<file path="config.mk">
export PLATFORM = sky130hd
export DESIGN_NAME = uart_report_sched_flat
export DESIGN_NICKNAME = d
export VERILOG_FILES = /design/src/rtl/uart_report_sched_pkg.sv /design/src/rtl/uart_report_sched_if.sv /design/src/rtl/uart_report_sched_rr_pick.sv /design/src/rtl/uart_report_sched.sv /design/src/flat_wrapper.sv
export SDC_FILE = /design/constraint.sdc
export NUM_CORES = 1
export LEC_CHECK = 0
export ABC_AREA = 1
export CORE_ASPECT_RATIO = 0.9
export CORE_MARGIN = 4
export CORE_UTILIZATION = 36
export CTS_BUF_LIST = sky130_fd_sc_hd__clkbuf_16
export CTS_CLUSTER_DIAMETER = 200
export DETAILED_ROUTE_END_ITERATION = 16
export PLACE_DENSITY_LB_ADDON = 0.3
export SYNTH_ARGS = -nofsm -noshare
export SYNTH_HDL_FRONTEND = slang
export SYNTH_SLANG_ARGS = --single-unit
</file>
<file path="constraint.sdc">
create_clock -name sys_clk -period 1.6 [get_ports sys_clk]
set_input_delay 0.24 -clock sys_clk [delete_from_list [all_inputs] [get_ports sys_clk]]
set_output_delay 0.24 -clock sys_clk [all_outputs]
set_load 0.02 [all_outputs]
</file>
<file path="src/rtl/uart_report_sched_pkg.sv">
// Shared types and defaults for the round-robin UART report scheduler.
package uart_report_sched_pkg;

  typedef enum logic [1:0] {
    ST_IDLE  = 2'd0,
    ST_START = 2'd1,
    ST_WAIT  = 2'd2,
    ST_DONE  = 2'd3
  } state_t;

  localparam int DEF_BUSW        = 32;
  localparam int DEF_TIMEOUT_CYC = 65535;
  localparam int GID_W           = 3;

  // Next round-robin pointer after serving idx; wraps to 0 past the last requester.
  function automatic logic [GID_W-1:0] rr_wrap_inc(input logic [GID_W-1:0] idx,
                                                   input int num_req);
    logic [GID_W:0] s;
    s = {1'b0, idx} + (GID_W+1)'(1);
    return (s == (GID_W+1)'(num_req)) ? '0 : s[GID_W-1:0];
  endfunction

endpackage

</file>
<file path="src/rtl/uart_report_sched_if.sv">
// Requester and transmitter signal bundle for uart_report_sched.
interface uart_report_sched_if
  import uart_report_sched_pkg::*;
#(
  parameter int NUM_REQ = 2,
  parameter int BUSW    = DEF_BUSW
) ();

  // req[i] is a level held with a stable record until a one-cycle ack[i];
  // uart_en is a one-cycle start pulse and send_flag a one-cycle completion pulse.
  logic [NUM_REQ-1:0]      req;
  logic [NUM_REQ*BUSW-1:0] req_data;
  logic [NUM_REQ-1:0]      ack;
  logic                    uart_en;
  logic [BUSW-1:0]         uart_din;
  logic                    send_flag;
  logic                    busy;
  logic [GID_W-1:0]        grant_id;
  logic                    timeout_err;
  state_t                  dbg_state;

  modport sched (
    input  req, req_data, send_flag,
    output ack, uart_en, uart_din, busy, grant_id, timeout_err, dbg_state
  );

  modport env (
    output req, req_data, send_flag,
    input  ack, uart_en, uart_din, busy, grant_id, timeout_err, dbg_state
  );

endinterface

</file>
<file path="src/rtl/uart_report_sched_rr_pick.sv">
// Combinational round-robin picker: first set request at or above the pointer, wrapping.
module uart_report_sched_rr_pick
  import uart_report_sched_pkg::*;
#(
  parameter int NUM_REQ = 2
) (
  input  logic [NUM_REQ-1:0] i_req,
  input  logic [GID_W-1:0]   i_ptr,
  output logic               o_valid,
  output logic [GID_W-1:0]   o_idx
);

  logic [NUM_REQ-1:0] w_rot;
  logic [GID_W:0]     w_off;
  logic [GID_W:0]     w_sum;

  always_comb begin
    // Rotate so the pointer position lands at bit 0, then take the lowest set bit.
    w_rot = NUM_REQ'({i_req, i_req} >> i_ptr);
    w_off = '0;
    for (int k = NUM_REQ - 1; k >= 0; k--) begin
      if (w_rot[k]) w_off = (GID_W+1)'(k);
    end
    w_sum = {1'b0, i_ptr} + w_off;
    if (w_sum >= (GID_W+1)'(NUM_REQ)) w_sum = w_sum - (GID_W+1)'(NUM_REQ);
    o_valid = |i_req;
    o_idx   = w_sum[GID_W-1:0];
  end

endmodule

</file>
<file path="src/rtl/uart_report_sched.sv">
// Shares one uart_data transmitter between NUM_REQ latency recorders, round-robin,
// with a watchdog that aborts a transfer whose completion pulse never arrives.
module uart_report_sched
  import uart_report_sched_pkg::*;
#(
  parameter int NUM_REQ     = 2,
  parameter int BUSW        = DEF_BUSW,
  parameter int TIMEOUT_CYC = DEF_TIMEOUT_CYC
) (
  input  logic                      sys_clk,
  input  logic                      sys_rst_n,
  uart_report_sched_if.sched        bus
);

  state_t             r_state;
  state_t             w_state_nx;
  logic [GID_W-1:0]   r_ptr;
  logic [GID_W-1:0]   r_gid;
  logic [BUSW-1:0]    r_din;
  logic               r_uart_en;
  logic [NUM_REQ-1:0] r_ack;
  logic               r_busy;
  logic               r_terr;
  logic [15:0]        r_wd;

  logic               w_pick_valid;
  logic [GID_W-1:0]   w_pick_idx;
  logic [BUSW-1:0]    w_pick_data;
  logic [15:0]        w_wd_inc;
  logic               w_wd_expired;
  logic               w_set_terr;
  logic [NUM_REQ-1:0] w_ack_nx;

  uart_report_sched_rr_pick #(.NUM_REQ(NUM_REQ)) u_rr_pick (
    .i_req   (bus.req),
    .i_ptr   (r_ptr),
    .o_valid (w_pick_valid),
    .o_idx   (w_pick_idx)
  );

  always_comb begin
    w_pick_data = '0;
    for (int j = 0; j < NUM_REQ; j++) begin
      if (w_pick_idx == GID_W'(j)) w_pick_data = bus.req_data[j*BUSW +: BUSW];
    end
  end

  // r_wd counts cycles elapsed since START, so DONE lands TIMEOUT_CYC cycles after START.
  assign w_wd_inc     = r_wd + 16'd1;
  assign w_wd_expired = (w_wd_inc == 16'(TIMEOUT_CYC));

  always_comb begin
    w_state_nx = r_state;
    w_set_terr = 1'b0;
    case (r_state)
      ST_IDLE:  if (w_pick_valid) w_state_nx = ST_START;
      ST_START: w_state_nx = ST_WAIT;
      ST_WAIT: begin
        if (bus.send_flag) begin
          w_state_nx = ST_DONE;
        end else if (w_wd_expired) begin
          w_state_nx = ST_DONE;
          w_set_terr = 1'b1;
        end
      end
      ST_DONE:  w_state_nx = ST_IDLE;
      default:  w_state_nx = ST_IDLE;
    endcase
    w_ack_nx = '0;
    for (int j = 0; j < NUM_REQ; j++) begin
      w_ack_nx[j] = (w_state_nx == ST_DONE) && (r_gid == GID_W'(j));
    end
  end

  always_ff @(posedge sys_clk or negedge sys_rst_n) begin
    if (!sys_rst_n) begin
      r_state   <= ST_IDLE;
      r_ptr     <= '0;
      r_gid     <= '0;
      r_din     <= '0;
      r_uart_en <= 1'b0;
      r_ack     <= '0;
      r_busy    <= 1'b0;
      r_terr    <= 1'b0;
      r_wd      <= '0;
    end else begin
      r_state   <= w_state_nx;
      r_uart_en <= (w_state_nx == ST_START);
      r_ack     <= w_ack_nx;
      r_busy    <= (w_state_nx != ST_IDLE);
      if (w_set_terr) r_terr <= 1'b1;
      case (r_state)
        ST_IDLE: begin
          if (w_pick_valid) begin
            r_gid <= w_pick_idx;
            r_din <= w_pick_data;
          end
        end
        ST_START: r_wd  <= 16'd1;
        ST_WAIT:  r_wd  <= w_wd_inc;
        ST_DONE:  r_ptr <= rr_wrap_inc(r_gid, NUM_REQ);
        default:  r_wd  <= r_wd;
      endcase
    end
  end

  assign bus.ack         = r_ack;
  assign bus.uart_en     = r_uart_en;
  assign bus.uart_din    = r_din;
  assign bus.busy        = r_busy;
  assign bus.grant_id    = r_gid;
  assign bus.timeout_err = r_terr;
  assign bus.dbg_state   = r_state;

endmodule
</file>
<file path="src/flat_wrapper.sv">
// flat-port wrapper written by rule: the top's interface ports become plain ports
module uart_report_sched_flat import uart_report_sched_pkg::*;
#(
  parameter int NUM_REQ     = 2,
  parameter int BUSW        = DEF_BUSW,
  parameter int TIMEOUT_CYC = DEF_TIMEOUT_CYC
)
  (sys_clk, sys_rst_n, bus_req, bus_req_data, bus_send_flag, bus_ack, bus_uart_en, bus_uart_din, bus_busy, bus_grant_id, bus_timeout_err, bus_dbg_state);
  uart_report_sched_if #(.NUM_REQ(NUM_REQ), .BUSW(BUSW)) bus_i ();
  input  logic sys_clk;
  input  logic sys_rst_n;
  input wire logic [$bits(bus_i.req)-1:0] bus_req;
  input wire logic [$bits(bus_i.req_data)-1:0] bus_req_data;
  input wire logic [$bits(bus_i.send_flag)-1:0] bus_send_flag;
  output wire logic [$bits(bus_i.ack)-1:0] bus_ack;
  output wire logic [$bits(bus_i.uart_en)-1:0] bus_uart_en;
  output wire logic [$bits(bus_i.uart_din)-1:0] bus_uart_din;
  output wire logic [$bits(bus_i.busy)-1:0] bus_busy;
  output wire logic [$bits(bus_i.grant_id)-1:0] bus_grant_id;
  output wire logic [$bits(bus_i.timeout_err)-1:0] bus_timeout_err;
  output wire logic [$bits(bus_i.dbg_state)-1:0] bus_dbg_state;
  assign bus_i.req = bus_req;
  assign bus_i.req_data = bus_req_data;
  assign bus_i.send_flag = bus_send_flag;
  assign bus_ack = bus_i.ack;
  assign bus_uart_en = bus_i.uart_en;
  assign bus_uart_din = bus_i.uart_din;
  assign bus_busy = bus_i.busy;
  assign bus_grant_id = bus_i.grant_id;
  assign bus_timeout_err = bus_i.timeout_err;
  assign bus_dbg_state = bus_i.dbg_state;
  uart_report_sched #(.NUM_REQ(NUM_REQ), .BUSW(BUSW), .TIMEOUT_CYC(TIMEOUT_CYC)) u_core (.sys_clk(sys_clk), .sys_rst_n(sys_rst_n), .bus(bus_i));
endmodule
</file>
==> impl_metrics.csv, run 1 <==
group,metric,value,unit
critical_path,crit_chain,"ha_4, nand3_4, nor2_4, nand2_2, o21ai_2, nand2_1, nor2_2, nand3_2, nand2_2, nand2_2, nand2_2, nand2_2, nor2_1",
global_routing,grt_overflow,0,
cts,numCtsBuffers,9,
routing,antenna_left,0,
routing,num_vias,3445,
cts,cts_buffer_depth,2,
global_routing,grt_first_pass_wirelength,16900,um
pwr,ir_drop,870,uV
cts,cts_tree,"yes",
routing,wl_per_cell,15.7,um
critical_path,path_max_fanout,5,
synth,yosysSeqAreaShare,46.4,%
timing,slew_viol_final,0,
global_routing,grtUsageTotal,19.6,%
timing,timing.final.crit_share,109,%
global_routing,antenna_found_initial,0,
pwr,power_leakage,2.17,nW
critical_path,path_common_cell,"nand2_2",
global_routing,grt_max_degree,66,
critical_path,required,1850,ps
synth,synth.distinct_cells,26,
routing,drtPass1Iterations,4,
pwr,powerDensity,1800,mW/mm^2
synth,synth_edf_count,0,
timing,skew,10.5,ps
finish,drive_gt1_share,17.8,%
finish,post-route-cell-area,0.00522,mm^2
timing,rsz0062_at_grt,"true",
synth,synthCells,405,
synth,synth_top_area_share,46.4,%
cts,cts_max_level,3,
critical_path,cp-start-kind,"flip-flop",
critical_path,path_class,"flip-flop to flip-flop",
synth,ys.flop_type,"dfrtp_1",
floorplanning,die-area,0.0107,mm^2
pwr,p_sw,0.00390,W
cts,clk_pin_slew,50,ps
timing,max_freq,572,MHz
run_status,violations,"setup timing",
synth,ys_warn_count,0,
synth,synth_area_leader_cell,"dfrtp_1",
placed_design,dp_slack,-196,ps
timing,worst_pin_slew,339,ps
critical_path,reg2reg_slack,-150,ps
floorplanning,core_region_area,0.00873,mm^2
placed_design,portBuffers,110,
floorplanning,die_h,98.7,um
finish,fin_nets,618,
run_status,outcome,"finished, violations left",
cts,clk_latency,330,ps
critical_path,end_kind,"flip-flop",
floorplanning,start_util,37.7,%
pwr,p_comb_share,53.3,%
pwr,switching_share,41.4,%
routing,avgViaCountPerCell,5.19,
pwr,sequentialPowerShare,26.6,%
timing,max_slew_margin,77.4,%
critical_path,rr_startpoint,"u_core.r_wd[0]",
synth,synth_area_leaders,"dfrtp_1 46%, nand3_1 8.4%, nand4_1 6.8%, a31oi_1 6.3%, nand2_1 6.3%",
synth,yosys-top-cells-count,"61 x dfrtp_1, 55 x nand2_1, 55 x nand3_1",
timing,hold_violations,0,
synth,synth.most_common_cell,"dfrtp_1",
critical_path,critical_path_buf_inv_count,0,
synth,synth_area,0.00329,mm^2
floorplanning,die_w,109,um
critical_path,reg2reg_depth,13,
critical_path,arrival,2000,ps
cts,cts-root-buf,"clkbuf_16",
critical_path,critical_path.top_delay_family,"simple AND/OR/NAND/NOR gates",
critical_path,slowest_delay,410,ps
routing,drt_iter0_drc,180,
cts,cts_num_sinks,61,
floorplanning,rows,32,
critical_path,cp_slowest_cell,"dfrtp_2",
timing,setup_ws,-147,ps
routing,drc_errors,0,
floorplanning,io_pins,111,
synth,avgSynthCellArea,8.12,um^2
timing,period_needed,1750,ps
worst_hold_path,hp-class,"input port to async pin",
finish,antenna_cells,0,
timing,setup_violations,6,
placed_design,hpwlAfterDp,7100,um
global_routing,grt_pass1_vias,3431,
synth,async_reset_ff_share,100,%
flow_run,maxCapViolations,0,
synth,synth_seq_cells,61,
synth,synth_nets,483,
placed_design,place_area,0.00480,mm^2
finish,area_growth,58.8,%
pwr,p_int,0.00553,W
routing,drt-total-wl,10400,um
pwr,power.share.clock,20.2,%
critical_path,r2r-end,"u_core.bus.ack[1]",
placed_design,place.gp.congestion,0.848,
==> power by group through the flow <==
stage / sequential, W / clock, W / combinational [W]
finish: 0.00250 / 0.00190 / 0.00502
global route: 0.00261 / 0.00202 / 0.00542
CTS: 0.00251 / 0.00193 / 0.00487
detailed placement: 0.00251 / 0 / 0.00485
global placement: 0.00249 / 0 / 0.00476
floorplan: 0.00310 / 0 / 0.00209
==> metrics by stage <==
step	util [%]	std cells	total power, W	TNS, ps	hold slack [ps]
after CTS	58.8	661	0.00931	-516	469
final	59.8	664	0.00942	-575	443
after global routing	59.8	664	0.0100	-2420	494
after floorplan	-	405	0.00519	0	-55.6
after global placement	55.0	642	0.00725	-3060	278
after detailed placement	55.0	642	0.00736	-4570	279
==> worst min-delay path, stage by stage <==
cell and delay [ps]:
dlygate4sd3_1 520, buf_2 120, buf_12 290
==> cell families (layout without fill, tap and decap cells) <==
kind of cell             after synthesis  count (layout)  synth area share [%]
buffers and inverters                 58             198                  6.73
flip-flops                            61              61                  46.4
XOR/XNOR                               2               2                 0.533
AND/OR/NAND/NOR                      211             211                  31.2
AO/OA/AOI/OAI                         64              64                  11.7
adder cells (fa/ha/maj)                9               9                  3.42
==> worst max-delay path by stage <==
stage                        start                     end  depth (start not counted)  slack [ps]
floorplan           u_core.r_wd[1]       u_core.bus.ack[0]                         13          10
detailed placement  u_core.r_wd[0]       u_core.bus.ack[1]                         12        -200
global placement    u_core.r_wd[2]  u_core.bus.timeout_err                          9        -140
CTS                 u_core.r_wd[1]       u_core.bus.ack[1]                         14        -130
finish              u_core.r_wd[0]       u_core.bus.ack[1]                         13        -150
global route        u_core.r_wd[0]       u_core.bus.ack[1]                         13        -290
==> cell type report <==
class	count	area, um^2
Fill cell	783	3500
Sequential cell	61	1530
Clock inverter	7	66.3
Clock buffer	9	225
Multi-Input combinational cell	286	1620
Inverter	31	116
Tap cell	119	149
Timing Repair Buffer	151	1520
==> routing by layer <==
layer  vias to the layer above  global-route usage (%)  part of all wire (%)
li1                       1694                       -                     -
met1                      1627                    25.2                    43
met2                       102                    32.2                    48
met3                        22                    3.27                   5.6
met4                         0                    8.74                   2.9
met5                         -                       0                     0
==> registers in the layout (all words and copies together), names as in the netlist <==
| signal | count |
|---|---|
| u_core.bus.dbg_state | 2 |
| u_core.bus.uart_en | 1 |
| u_core.r_ptr | 3 |
| u_core.r_wd | 16 |
| u_core.bus.busy | 1 |
| u_core.bus.ack | 2 |
| u_core.bus.uart_din | 32 |
| u_core.bus.timeout_err | 1 |
| u_core.bus.grant_id | 3 |
==> cells in the final DEF (no fill, tap or decap), types with 2 or more instances in the layout <==
cell type	count
nor2_1	42
clkbuf_16	11
clkinvlp_4	2
nand4_1	36
dfrtp_1	56
dlygate4sd2_1	5
o22ai_1	5
a31oi_1	33
inv_1	28
dfrtp_2	5
nand2_2	12
nand2_1	50
inv_2	2
nor2_4	3
nand3_2	4
o21ai_0	19
clkdlybuf4s50_1	104
ha_1	8
clkinv_1	3
o21ai_2	2
nor2_2	9
xor2_1	2
nand3_1	52
buf_12	6
buf_4	31
==> timing repair <==
item                                   in CTS  in global routing
cloned                                      0                  2
buffers inserted                            2                  1
resized for setup                          14                 12
setup endpoints to repair                  11                 11
pin swaps                                   6                  9
endpoints found under the hold margin      61                  0
hold buffers                                1                  0
(Power assumes the default switching activity.)
==> inputs of run 2 (changes only) <==
PLACE_DENSITY_LB_ADDON = 0.2   (was 0.3)
SLEW_MARGIN = 15   (was unset)
TNS_END_PERCENT = 1   (was unset)
==> impl_metrics.csv, run 2 (synthesis results as in run 1) <==
group,metric,value,unit
finish,area_growth,56.5,%
placed_design,place.gp.congestion,0.852,
timing,rsz0062_at_grt,"true",
timing,max_freq,543,MHz
finish,register_area,0.00153,mm^2
routing,drt-total-wl,9930,um
finish,largest_register_ffs,32,
floorplanning,die_w,109,um
timing,setup_ws,-240,ps
critical_path,rr_startpoint,"u_core.r_wd[6]",
timing,period_needed,1840,ps
floorplanning,start_util,37.7,%
critical_path,path_class,"flip-flop to flip-flop",
placed_design,portBuffers,110,
routing,drc_errors,0,
finish,multi_input_area,0.00157,mm^2
critical_path,end_kind,"flip-flop",
global_routing,grt_pass1_vias,3401,
finish,mostFrequentLayoutCell,"clkdlybuf4s50_1",
finish,drive_gt1_share,14.5,%
run_status,violations,"setup timing",
critical_path,reg2reg_slack,-240,ps
critical_path,reg2reg_depth,14,
cts,cts-root-buf,"clkbuf_16",
cts,cts_buffer_depth,2,
placed_design,hpwlAfterDp,7250,um
cts,numCtsBuffers,9,
cts,cts_num_sinks,61,
placed_design,place_inst,642,
finish,fin_cells,662,
global_routing,top_usage_layer,"met2",
global_routing,use_met1,24.9,%
routing,drt_iter0_drc,225,
global_routing,grt_max_degree,43,
timing,timing.final.crit_share,115,%
routing,antenna_left,0,
worst_hold_path,hp-class,"input port to async pin",
cts,clk_latency,320,ps
timing,hold_violations,0,
finish,fin_nets,616,
floorplanning,core_region_area,0.00873,mm^2
global_routing,use_met2,30.5,%
timing,whs,397,ps
global_routing,use_met3,5.37,%
cts,cts_tree,"yes",
pwr,ir_drop,969,uV
timing,tns,-871,ps
routing,wl_per_cell,15.0,um
floorplanning,die-area,0.0107,mm^2
floorplanning,io_pins,111,
routing,drtPass1Iterations,5,
flow_run,maxCapViolations,0,
global_routing,antenna_found_initial,0,
critical_path,required,1850,ps
cts,cts_max_level,3,
timing,max_slew_margin,70.8,%
cts,clk_pin_slew,50,ps
timing,slew_viol_final,0,
critical_path,arrival,2090,ps
run_status,outcome,"finished, violations left",
timing,skew,4.92,ps
critical_path,path_max_fanout,5,
finish,fillers,807,
timing,worst_pin_slew,438,ps
critical_path,r2r-end,"u_core.bus.ack[0]",
timing,setup_violations,6,
finish,final_cell_mix,"104 x clkdlybuf4s50_1, 61 x dfrtp_1, 55 x nand2_1, 55 x nand3_1, 43 x nor2_1",
pwr,power_leakage,2.18,nW
global_routing,grtUsageTotal,19.0,%
routing,avgViaCountPerCell,5.19,
routing,num_vias,3439,
global_routing,grt_overflow,0,
floorplanning,rows,32,
pwr,total_power,0.00931,W
floorplanning,die_h,98.7,um
critical_path,cp-start-kind,"flip-flop",
pwr,powerDensity,1810,mW/mm^2
finish,antenna_cells,0,
global_routing,grt_first_pass_wirelength,16300,um
[run 2: cell types whose count changed in the layout (fill, tap and decap cells not counted), moves of 2 or more]
cell        previous run  this run
nand2_1               50        55
buf_6                  0         2
nand3_2                4         2
buf_4                 31        29
clkinvlp_4             2         0
dfrtp_2                5         0
nand2_2               12         6
clkbuf_16             11         9
nand3_1               52        55
inv_1                 28        30
dfrtp_1               56        61
[run 2: final cells by class]
cell class	count	share of cell area [%]
clock buffer	9	4.38
clock inverter	7	1.58
inverter	31	2.26
multi-input combinational	286	30.5
sequential	61	29.7
tap	119	2.89
timing repair buffer	149	28.8
[run 2: how the worst max path moves through the flow]
stage / startpoint / to / slack [ps]
floorplan: u_core.r_wd[1] / u_core.bus.ack[0] / -40
global route: u_core.r_wd[1] / u_core.bus.ack[0] / -400
detailed placement: u_core.r_wd[1] / u_core.bus.ack[1] / -240
global placement: u_core.r_wd[1] / u_core.bus.ack[0] / -150
CTS: u_core.r_wd[1] / u_core.bus.ack[1] / -230
finish: u_core.r_wd[6] / u_core.bus.ack[0] / -240
[run 2: routing by layer]
layer / part of all wire [%] / up-vias
met4: 1.6 / 0
met2: 48 / 100
met3: 6.0 / 10
met5: 0 / -
met1: 44 / 1648
li1: - / 1681
[run 2: where the power goes]
part           leakage (nW)  internal [W]  total (W)  switching [W]
clock network         0.155       0.00134    0.00199       0.000648
registers             0.742       0.00213    0.00247       0.000345
logic                  1.28       0.00211    0.00485        0.00275
total                  2.18       0.00557    0.00931        0.00374
[run 2: through the flow]
step | setup WS, ps | instance area, um^2 | utilization, %
final | -240 | 5150 | 59.0
after global routing | -399 | 5150 | 59.0
after CTS | -229 | 5140 | 58.9
after detailed placement | -244 | 4790 | 54.9
after global placement | -145 | 4790 | 54.9
after floorplan | -40.8 | 3300 | -
[run 2: critical path, stage by stage (launching register included)]
cell and delay (ps):
dfrtp_1 400, nand2_1 150, nor2_4 210, nand2_4 90, nor2_2 90, nand2_1 60, nand2_1 80, nand2_1 60
nor2_2 150, nand3_2 120, nand2_2 70, nand2_2 60, nand2_2 70, nand2_2 60, nor2_2 100
[run 2: timing repair]
action | 4_1_cts | 5_1_grt
hold endpoints to repair | 15 | 0
resized for setup | 11 | 2
buffers inserted | 3 | 0
hold buffers | 1 | 0
setup endpoints to repair | 11 | 25
pin swaps | 4 | 3
==> inputs of run 3 (changes only) <==
ABC_CLOCK_PERIOD_IN_PS = 1600   (was unset)
==> results of run 3 <==
No change in the layout: final DEF, timing and power equal those of run 2.
